<file path="config.mk">
export PLATFORM = sky130hd
export DESIGN_NAME = vic_raster_counter_flat
export DESIGN_NICKNAME = d
export VERILOG_FILES = /design/src/rtl/vic_pkg.sv /design/src/rtl/vic_raster_counter_if.sv /design/src/rtl/vic_raster_counter.sv /design/src/flat_wrapper.sv
export SDC_FILE = /design/constraint.sdc
export NUM_CORES = 1
export LEC_CHECK = 0
export ABC_AREA = 1
export CAP_MARGIN = 20
export CORE_MARGIN = 5
export CORE_UTILIZATION = 27
export CTS_CLUSTER_DIAMETER = 50
export DETAILED_ROUTE_END_ITERATION = 8
export GPL_ROUTABILITY_DRIVEN = 1
export PLACE_DENSITY_LB_ADDON = 0.1
export SLEW_MARGIN = 15
export SYNTH_ARGS = -nofsm -noshare
export SYNTH_HDL_FRONTEND = slang
export SYNTH_SLANG_ARGS = --single-unit
</file>
<file path="constraint.sdc">
create_clock -name clk -period 2.39 [get_ports clk]
set_clock_uncertainty 0.2 [all_clocks]
set_input_delay 0.478 -clock clk [delete_from_list [all_inputs] [get_ports clk]]
set_output_delay 0.478 -clock clk [all_outputs]
set_load 0.05 [all_outputs]
</file>
<file path="src/rtl/vic_pkg.sv">
// Shared VIC-II definitions: register offsets, PAL timing and the raster type.
package vic_pkg;

  localparam logic [5:0] REG_CTRL1  = 6'h11;
  localparam logic [5:0] REG_RASTER = 6'h12;
  localparam logic [5:0] REG_IRR    = 6'h19;
  localparam logic [5:0] REG_IMR    = 6'h1A;

  localparam int unsigned PAL_CYCLES_PER_LINE = 63;
  localparam int unsigned PAL_LINES_PER_FRAME = 312;

  typedef logic [8:0] raster_t;

endpackage

</file>
<file path="src/rtl/vic_raster_counter_if.sv">
// Register bus between the CPU side and the raster counter block.
interface vic_raster_counter_if;

  logic       reg_we;
  logic [5:0] reg_addr;
  logic [7:0] reg_wdata;
  logic [7:0] reg_rdata;

  modport master (
    output reg_we,
    output reg_addr,
    output reg_wdata,
    input  reg_rdata
  );

  modport slave (
    input  reg_we,
    input  reg_addr,
    input  reg_wdata,
    output reg_rdata
  );

endinterface

</file>
<file path="src/rtl/vic_raster_counter.sv">
// 6569 raster timing, raster compare and raster interrupt ($D011.7, $D012, $D019, $D01A).
// Optional feature macro: VIC_RASTER_WRITE_TRIGGER_EN -- a compare write that matches the
// current raster line sets the raster interrupt on the write edge, as on real silicon.
module vic_raster_counter
  import vic_pkg::*;
#(
  parameter int unsigned CYCLES_PER_LINE = PAL_CYCLES_PER_LINE,
  parameter int unsigned LINES_PER_FRAME = PAL_LINES_PER_FRAME
) (
  input  logic                 clk,
  input  logic                 reset,
  input  logic                 phi_en,
  vic_raster_counter_if.slave  bus,
  output logic [5:0]           o_cycle,
  output raster_t              o_raster,
  output logic                 o_line_start,
  output logic                 o_frame_start,
  output logic                 irq_n
);

  localparam logic [5:0] CycleLast  = 6'(CYCLES_PER_LINE - 1);
  localparam raster_t    RasterLast = 9'(LINES_PER_FRAME - 1);

  logic [5:0] cycle_q, cycle_d;
  raster_t    raster_q, raster_d;
  raster_t    compare_q, compare_d;
  logic       irr_q, irr_d;
  logic       imr_q, imr_d;
  logic       line_start_q, frame_start_q;
  logic       line_wrap, frame_wrap;
  logic       raster_hit, write_hit;
  logic       wr_ctrl1, wr_raster, wr_irr, wr_imr;
  logic [7:0] rdata;

  assign wr_ctrl1  = bus.reg_we && (bus.reg_addr == REG_CTRL1);
  assign wr_raster = bus.reg_we && (bus.reg_addr == REG_RASTER);
  assign wr_irr    = bus.reg_we && (bus.reg_addr == REG_IRR);
  assign wr_imr    = bus.reg_we && (bus.reg_addr == REG_IMR);

  // Cycle/raster counter next state and the wrap conditions feeding the strobes.
  always_comb begin
    cycle_d    = cycle_q;
    raster_d   = raster_q;
    line_wrap  = phi_en && (cycle_q == CycleLast);
    frame_wrap = line_wrap && (raster_q == RasterLast);
    if (phi_en) begin
      if (line_wrap) begin
        cycle_d  = '0;
        raster_d = frame_wrap ? '0 : raster_q + 9'd1;
      end else begin
        cycle_d = cycle_q + 6'd1;
      end
    end
  end

  // Compare register, interrupt latch and mask next state; a set event beats an acknowledge.
  always_comb begin
    compare_d = compare_q;
    if (wr_ctrl1)  compare_d[8]   = bus.reg_wdata[7];
    if (wr_raster) compare_d[7:0] = bus.reg_wdata;
    // Only a change of raster line can match, so holding a line never re-fires.
    raster_hit = line_wrap && (raster_d == compare_q);
`ifdef VIC_RASTER_WRITE_TRIGGER_EN
    write_hit = (wr_ctrl1 || wr_raster) && (compare_d == raster_q);
`else
    write_hit = 1'b0;
`endif
    irr_d = irr_q;
    if (wr_irr && bus.reg_wdata[0]) irr_d = 1'b0;
    if (raster_hit || write_hit)    irr_d = 1'b1;
    imr_d = wr_imr ? bus.reg_wdata[0] : imr_q;
  end

  // State registers; everything clears asynchronously.
  always_ff @(posedge clk or negedge reset) begin
    if (!reset) begin
      cycle_q       <= '0;
      raster_q      <= '0;
      compare_q     <= '0;
      irr_q         <= 1'b0;
      imr_q         <= 1'b0;
      line_start_q  <= 1'b0;
      frame_start_q <= 1'b0;
    end else begin
      cycle_q       <= cycle_d;
      raster_q      <= raster_d;
      compare_q     <= compare_d;
      irr_q         <= irr_d;
      imr_q         <= imr_d;
      line_start_q  <= line_wrap;
      frame_start_q <= frame_wrap;
    end
  end

  // Register read mux; unused bits read back as 1 like the real chip.
  always_comb begin
    case (bus.reg_addr)
      REG_CTRL1:  rdata = {raster_q[8], 7'b0};
      REG_RASTER: rdata = raster_q[7:0];
      REG_IRR:    rdata = {irr_q & imr_q, 6'b111111, irr_q};
      REG_IMR:    rdata = {7'b1111111, imr_q};
      default:    rdata = 8'hFF;
    endcase
  end

  assign bus.reg_rdata  = rdata;
  assign o_cycle        = cycle_q;
  assign o_raster       = raster_q;
  assign o_line_start   = line_start_q;
  assign o_frame_start  = frame_start_q;
  assign irq_n          = ~(irr_q & imr_q);

endmodule

</file>
<file path="src/flat_wrapper.sv">
// flat-port wrapper written by rule: the top's interface ports become plain ports
module vic_raster_counter_flat import vic_pkg::*;
#(
  parameter int unsigned CYCLES_PER_LINE = PAL_CYCLES_PER_LINE,
  parameter int unsigned LINES_PER_FRAME = PAL_LINES_PER_FRAME
)
  (clk, reset, phi_en, o_cycle, o_raster, o_line_start, o_frame_start, irq_n, bus_reg_we, bus_reg_addr, bus_reg_wdata, bus_reg_rdata);
  vic_raster_counter_if bus_i ();
  input  logic clk;
  input  logic reset;
  input  logic phi_en;
  output logic [5:0] o_cycle;
  output raster_t o_raster;
  output logic o_line_start;
  output logic o_frame_start;
  output logic irq_n;
  input wire logic [$bits(bus_i.reg_we)-1:0] bus_reg_we;
  input wire logic [$bits(bus_i.reg_addr)-1:0] bus_reg_addr;
  input wire logic [$bits(bus_i.reg_wdata)-1:0] bus_reg_wdata;
  output wire logic [$bits(bus_i.reg_rdata)-1:0] bus_reg_rdata;
  assign bus_i.reg_we = bus_reg_we;
  assign bus_i.reg_addr = bus_reg_addr;
  assign bus_i.reg_wdata = bus_reg_wdata;
  assign bus_reg_rdata = bus_i.reg_rdata;
  vic_raster_counter #(.CYCLES_PER_LINE(CYCLES_PER_LINE), .LINES_PER_FRAME(LINES_PER_FRAME)) u_core (.clk(clk), .reset(reset), .phi_en(phi_en), .bus(bus_i), .o_cycle(o_cycle), .o_raster(o_raster), .o_line_start(o_line_start), .o_frame_start(o_frame_start), .irq_n(irq_n));
endmodule
</file>
======== Yosys cells after proc, flatten, opt, wreduce, memory -nomap -nowiden ========
Cells that the tools add are included.
cells by class
  $add $sub $neg .......................... 2
  equal/unequal tests ..................... 7
  mux-type cells .......................... 7
  bitwise gates (word level) .............. 2
  reductions and logical operators ........ 9
operator list
  cell                 number
  $pmux 8 s4           1
  $mux 9               3
  $eq 6x5->1 const B   4
  $add 9x1->9 const B  1
  $eq 9x9->1           1
  $eq 9x9->1 const B   1
  $logic_and 1x1->1    8
  $add 6x1->6 const B  1
  $eq 6x6->1 const B   1
  $mux 6               1
  $mux 1               2
  $reduce_bool 2->1    1
  $and 1x1->1          1
  $not 1->1            1
word-level totals
  flip-flop bits (word level) ............. 28
  output and inout port bits .............. 26

======== Depth between registers and ports, before layout ========
Gate-level depths: netlist (run 1).
  depth in word-level cells ............... 9
  gate-level depth with buffers ........... 14

======== Worst setup path after synthesis (run 1) ========
No wires, ideal clock.
  kind .................................... reg2out
  start point ............................. register u_core.raster_q[6], in the netlist u_core.o_raster[6]
  end point ............................... output port bus_reg_rdata[6]
  arrival ................................. 1896 ps
  required time ........................... 1712 ps
  slack ................................... -184 ps
  stages on the path, launching flop included .. 3
  path buffers ............................ 0
  cell sequence ........................... dfrtp_1 > inv_1 > o21ai_0
on the way
  word-level cells in the longest chain between the ends .. 1
ends and longest elaborated chain
  what                    RTL line                  RTL
  from (decl)             vic_raster_counter.sv:25  raster_t raster_q, raster_d;
  from (signal assigned)  vic_raster_counter.sv:86  raster_q <= raster_d;
  $pmux 8 s4              vic_raster_counter.sv:97  case (bus.reg_addr)
  to (decl)               flat_wrapper.sv:20        output wire logic [$bits(bus_i.reg_rdata)-1:0] bus_reg_rdata;
Every way passes these cells.

======== Worst setup path after layout (run 1) ========
  start point ............................. input port bus_reg_addr[2]
  end point ............................... output port bus_reg_rdata[7]
on the way
  word-level cells in the longest chain between the ends .. 2
  elaborated cells on any way between the ends .. 5
ends and longest elaborated chain
  what          RTL line                  RTL
  from (decl)   flat_wrapper.sv:18        input wire logic [$bits(bus_i.reg_addr)-1:0] bus_reg_addr;
  $eq 6x5->1    vic_raster_counter.sv:97
  $pmux 8 s4 *  vic_raster_counter.sv:97
Every way passes the cells marked *; elsewhere a longest branch is shown, timed or not.

==> results of run 1 <==
## metal layers
layer  part of all wire [%]  up-vias  global-route usage, %
li1                       -      876                      -
met1                     43      773                   15.5
met2                     51       26                   21.0
met3                    4.9        7                   3.17
met4                    1.0        0                   3.16
met5                      0        -                      0
## through the flow
stage	cells	hold WS, ns	setup WS (ns)	power [uW]	area, um^2
2_1_floorplan	235	-0.0176	0.0802	1240	1670
3_3_place_gp	372	0.299	-0.295	1540	2340
3_5_place_dp	372	0.315	-0.350	1550	2340
4_1_cts	378	0.342	0.0206	1870	2500
5_1_grt	380	0.357	0.00248	1990	2560
6_report	380	0.331	0.0734	1860	2560
## path summary, 6_finish.rpt
| check | startpoint | endpoint | cells after the start |
|---|---|---|---|
| worst max-delay path | bus_reg_addr[2] | bus_reg_rdata[7] | 6 |
| worst min-delay path | u_core.compare_q[0] | u_core.compare_q[0] | 2 |
| worst max register to register | u_core.o_cycle[0] | u_core.irr_q | 13 |
| worst min register to register | u_core.compare_q[0] | u_core.compare_q[0] | 2 |
| max in group asynchronous | reset | u_core.irr_q | 2 |
| min in group asynchronous | reset | u_core.o_cycle[0] | 2 |
## state kept, by name (all words and copies together), names as in the netlist
name                  cells
u_core.irr_q              1
u_core.o_frame_start      1
u_core.o_line_start       1
u_core.o_raster           9
u_core.compare_q          9
u_core.o_cycle            6
u_core.imr_q              1
## layout by cell type (no fill, tap or decap), types with 3 or more instances in the layout
cell / instances
a21oi_1: 9
buf_4: 24
buf_6: 9
clkbuf_8: 4
clkdlybuf4s50_1: 28
dfrtp_1: 28
dlygate4sd2_1: 4
ha_1: 3
inv_1: 42
inv_2: 5
nand2_1: 48
nand2_2: 6
nand3_1: 26
nand4_1: 6
nor2_1: 21
nor2_2: 4
nor2_4: 4
nor3_4: 3
o21ai_0: 6
o21ai_1: 4
xor2_1: 3
## power by group through the flow
| stage | Sequential, uW | Combinational [uW] | Clock [uW] |
|---|---|---|---|
| floorplan | 927 | 316 | 0 |
| global placement | 690 | 854 | 0 |
| detailed placement | 690 | 860 | 0 |
| CTS | 681 | 875 | 313 |
| global route | 702 | 960 | 332 |
| finish | 680 | 883 | 297 |
## layout make-up
class	count	area share [%]
Clock buffer	4	2.15
Inverter	48	7.03
Multi-Input combinational cell	156	34.6
Sequential cell	28	27.3
Tap cell	75	3.66
Timing Repair Buffer	69	25.2
## cells by family (layout without fill, tap and decap cells)
family                     after synthesis  count (layout)
buffers and inverters                   51             121
adders and majority gates                3               3
AOI/OAI and AO/OA                       24              24
xor gates and xnor gates                 5               5
and+or+nand+nor                        123             123
DFF                                     28              28
muxes                                    1               1
## what timing repair did
action                                  CTS  global route
pin swaps                                 8             8
endpoints found under the hold margin     0             0
buffers inserted                          2             2
endpoints found under the setup margin    8             9
resized for setup                        33            18
## worst reg2reg max path, cell delays in order (launching register included)
cell,delay [ns]
dfrtp_1,0.42
inv_1,0.10
ha_1,0.20
nand3_2,0.12
nor3_4,0.24
buf_4,0.15
buf_4,0.12
nand2_1,0.05
nand2_1,0.05
nand3_1,0.10
xor2_1,0.16
nor2_1,0.10
nand3_1,0.08
nand2_1,0.06
==> flow_summary.yaml, run 1 <==
finish:
  multiInputGateArea_um2: 886
  regArea_um2: 701
  diodes: 0
  nFillCells: 651
  fin_util_pct: 43.0
  layout-drive-gt1-share_pct: 23.3
  area_delta_synth_final_pct: 54.3
  layout.nets: 327
setup_path:
  cp_cell_sequence: "dlygate4sd2_1 > nor3_4 > nand2_2 > buf_6 > o221ai_4 > buf_12"
  reg2reg_slack_ns: 0.18
  critPathRequiredTime_ns: 1.71
  worstSetupStartpointType: "primary input"
  cp-end-kind: "output pin"
  criticalPathCategory: "in -> out"
  crit_family: "buffers and inverters"
  slowest_stage: "dlygate4sd2_1"
  max_stage_delay_ns: 0.29
  cp_data_arrival_time_ns: 1.64
  cp_max_fo: 3
  cp_num_buf_inv: 3
cts:
  cts_max_level: 1
  clkTransAtPathRegs_ns: 0.09
  clock_latency_ns: 0.28
  clockBufferDepth: 2
  cts-root-buf: "clkbuf_8"
  cts_made_buffers: 3
  cts_hold_buf: 0
  cts_tree: "yes"
  cts_sinks: 28
yosys:
  ys_top_cells_by_count: "53 x nand2_1, 45 x inv_1, 29 x nor2_1, 28 x dfrtp_1, 28 x nand3_1"
  synthTopCellsByArea: "dfrtp_1 42%, nand2_1 12%, inv_1 10%"
  synth_most_common_cell: "nand2_1"
  syn_inst: 235
  syn_nets: 256
  synth_top_family_by_area: "simple AND/OR/NAND/NOR gates"
  synth_compound_area_share_pct: 7.61
  synth_xor_area_share_pct: 2.64
  async_reset_ff_share_pct: 100
  synth_adder_area_share_pct: 2.26
  synth_area_mm2: 0.00166
  ys.warnings.count: 0
  synth_cell_types: 24
  synth-main-ff-cell: "dfrtp_1"
  synth_seq_area_share_pct: 42.2
  muxShareOfSynthArea_pct: 0.678
  synth_enable_flop_cells: 0
  syn_avg_cell_area_um2: 7.07
  yosysTopAreaCellShare_pct: 42.2
  synth_seq_cells: 28
  yosys.area_share.simple_pct: 32.4
  synth_area_leader_cell: "dfrtp_1"
power_and_ir_drop:
  leakage_uw: 0.00128
  swShare_pct: 44.8
  power.share.sequential_pct: 36.6
  peakVddDrop_mv: 0.436
  powerDensity_mw_per_mm2: 726
  pwr-share-comb_pct: 47.5
  clkPwrFrac_pct: 16.0
  p_switching_uw: 832
  p_int_uw: 1030
floorplanning:
  ios: 44
  dieArea_mm2: 0.00782
  initial_core_util_pct: 27.9
  fp.dieW_um: 88.4
  fp.dieH_um: 88.4
  core_mm2: 0.00596
  fp-row-count: 28
sta:
  period_minus_slack_ns: 2.32
  hold_viol: 0
  clock.fmax_mhz: 432
  slew_violations: 0
  worst_slew_pin_slew_ns: 0.520
  rsz0062_at_grt: "no"
  slew_headroom_pct: 65.3
  setup_violations: 0
  fin_crit_sh_pct: 96.9
  fin_setup_tns_ns: 0
place:
  io_buffers: 43
  place_congestion: 0.803
  hpwl_mm: 3.72
drt:
  drc: 0
  first_pass_iters: 4
  wire_per_inst_um: 12.0
  detail_route.vias_per_cell: 4.43
  antenna_left: 0
  drt_iter0_markers: 37
  wl_mm: 4.58
  vias: 1682
outcome:
  status: "finished clean"
global_routing:
  first_global_vias: 1581
  antenna_found_initial: 0
  grt.overflow.total: 0
  grt_pass1_wl_mm: 7.49
  track_usage_pct: 12.3
  grt_max_degree: 29
worst_hold_path:
  min_path_type: "reg -> reg"
flow_run:
  maxCapViolCount: 0
Note: power is estimated with default switching activity, not from simulation.
==> run 2, diff against run 1 <==
- CELL_PAD_IN_SITES_DETAIL_PLACEMENT: unset -> 1
- CELL_PAD_IN_SITES_GLOBAL_PLACEMENT: unset -> 1
==> run 2 against run 1 <==
Against the previous run:
- setup slack got worse by 0.012 ns
- core utilization decreased by 0.92 points
- final area decreased by 2.1%
- non-clock buffer count unchanged
- wire length increased by 14%
- critical path depth decreased by 4
- sequential share of layout area increased by 0.65 points
- worst hold slack improved by 0.0059 ns
- fmax decreased by 0.53%
- final cell count unchanged
- sequential power about the same
- register-to-register slack about the same
- critical endpoint is now irq_n
- largest power group unchanged
==> flow_summary.yaml, run 2 (synthesis results as in run 1) <==
floorplanning:
  initial_core_util_pct: 27.9
  ios: 44
  dieArea_mm2: 0.00782
  fp-row-count: 28
  fp.dieH_um: 88.4
  fp.dieW_um: 88.4
  core_mm2: 0.00596
cts:
  cts_made_buffers: 3
  cts_tree: "yes"
  clockBufferDepth: 2
  cts_sinks: 28
  clkTransAtPathRegs_ns: 0.10
  clock_latency_ns: 0.29
  cts_max_level: 1
  cts_hold_buf: 0
  cts-root-buf: "clkbuf_8"
setup_path:
  criticalPathCategory: "reg -> out"
  critPathRequiredTime_ns: 1.71
  reg2reg_from: "u_core.o_cycle[0]"
  r2r-end: "u_core.irr_q"
  cp_max_fo: 3
  cp_data_arrival_time_ns: 1.65
  reg2reg_slack_ns: 0.17
  worstSetupStartpointType: "register"
  cp-end-kind: "output pin"
  r2r_cells: 12
sta:
  clock.fmax_mhz: 429
  fin_setup_tns_ns: 0
  rsz0062_at_grt: "yes"
  period_minus_slack_ns: 2.33
  worst_slew_pin_slew_ns: 0.503
  fin_crit_sh_pct: 97.4
  setup_violations: 0
  slew_violations: 0
  hold_viol: 0
  slew_headroom_pct: 66.4
global_routing:
  met1_usage_pct: 17.5
  antenna_found_initial: 0
  grt_pass1_wl_mm: 8.47
  met3_usage_pct: 0.931
  grt_max_degree: 29
  track_usage_pct: 14.0
  use_met2_pct: 25.0
  busiest_layer: "met2"
  grt.overflow.total: 0
  first_global_vias: 1799
flow_run:
  maxCapViolCount: 0
finish:
  nFillCells: 749
  layout.nets: 327
  final_cells: 380
  area_delta_synth_final_pct: 51.0
  final_common_cell: "nand2_1"
  final_cell_mix: "47 x nand2_1, 40 x inv_1, 31 x buf_4"
  layout-drive-gt1-share_pct: 22.3
  diodes: 0
place:
  place_congestion: 0.795
  dp_cells: 366
  hpwl_mm: 3.95
  io_buffers: 43
drt:
  drt_iter0_markers: 47
  vias: 1720
  drc: 0
  wl_mm: 5.20
  antenna_left: 0
  wire_per_inst_um: 13.7
  detail_route.vias_per_cell: 4.53
  first_pass_iters: 4
worst_hold_path:
  hold_path_depth: 2
  holdPathEnd: "u_core.compare_q[0]"
  holdCritStartpoint: "u_core.compare_q[0]"
  min_path_type: "reg -> reg"
power_and_ir_drop:
  peakVddDrop_mv: 0.578
  leakage_uw: 0.00127
  powerDensity_mw_per_mm2: 765
outcome:
  status: "finished clean"
-- run 2: worst max-delay path, stage by stage (launching register included) --
cell             delay (ns)
dfrtp_1                0.42
nand2_1                0.13
clkdlybuf4s50_1        0.82
-- run 2: what timing repair did --
| item | CTS | global route |
|---|---|---|
| gates resized for setup | 26 | 9 |
| endpoints found under the setup margin | 8 | 10 |
| buffers inserted | 6 | 4 |
| pin swaps | 14 | 6 |
-- run 2: through the flow --
stage	area, um^2	utilization [%]	setup slack [ns]	hold WS [ns]	total power [uW]
after floorplan	1670	-	0.0802	-0.0176	1240
final	2510	42.1	0.0610	0.337	1920
after global placement	2290	38.5	-0.220	0.303	1560
after detailed placement	2290	38.5	-0.284	0.319	1570
after CTS	2450	41.2	0.00834	0.346	1910
after global routing	2510	42.1	-0.0288	0.363	2040
-- run 2: final cells by class --
| class | count | area [um^2] | area share [%] |
|---|---|---|---|
| multi-input combinational | 156 | 846 | 33.7 |
| timing repair buffer | 69 | 631 | 25.1 |
| sequential | 28 | 702 | 28.0 |
| inverter | 48 | 180 | 7.19 |
| tap | 75 | 93.8 | 3.74 |
| clock buffer | 4 | 55.1 | 2.20 |
-- run 2: worst max path at each step --
stage | start | cells after the start | to
finish | u_core.imr_q | 2 | irq_n
global route | bus_reg_addr[4] | 9 | bus_reg_rdata[1]
floorplan | u_core.o_cycle[1] | 11 | u_core.irr_q
global placement | bus_reg_addr[4] | 9 | bus_reg_rdata[3]
detailed placement | bus_reg_addr[4] | 9 | bus_reg_rdata[1]
CTS | bus_reg_addr[4] | 10 | bus_reg_rdata[7]
-- run 2: layer usage --
| metal | up-vias | share of wire [%] | wire length, um |
|---|---|---|---|
| li1 | 876 | - | - |
| met1 | 801 | 46 | 2380 |
| met2 | 38 | 48 | 2520 |
| met3 | 5 | 4.0 | 206 |
| met4 | 0 | 1.8 | 93 |
| met5 | - | 0 | 0 |
-- run 2: where the power goes --
group          total (uW)  internal, uW  switching (uW)
combinational         915           323             592
sequential            678           572             106
clock                 324           149             176
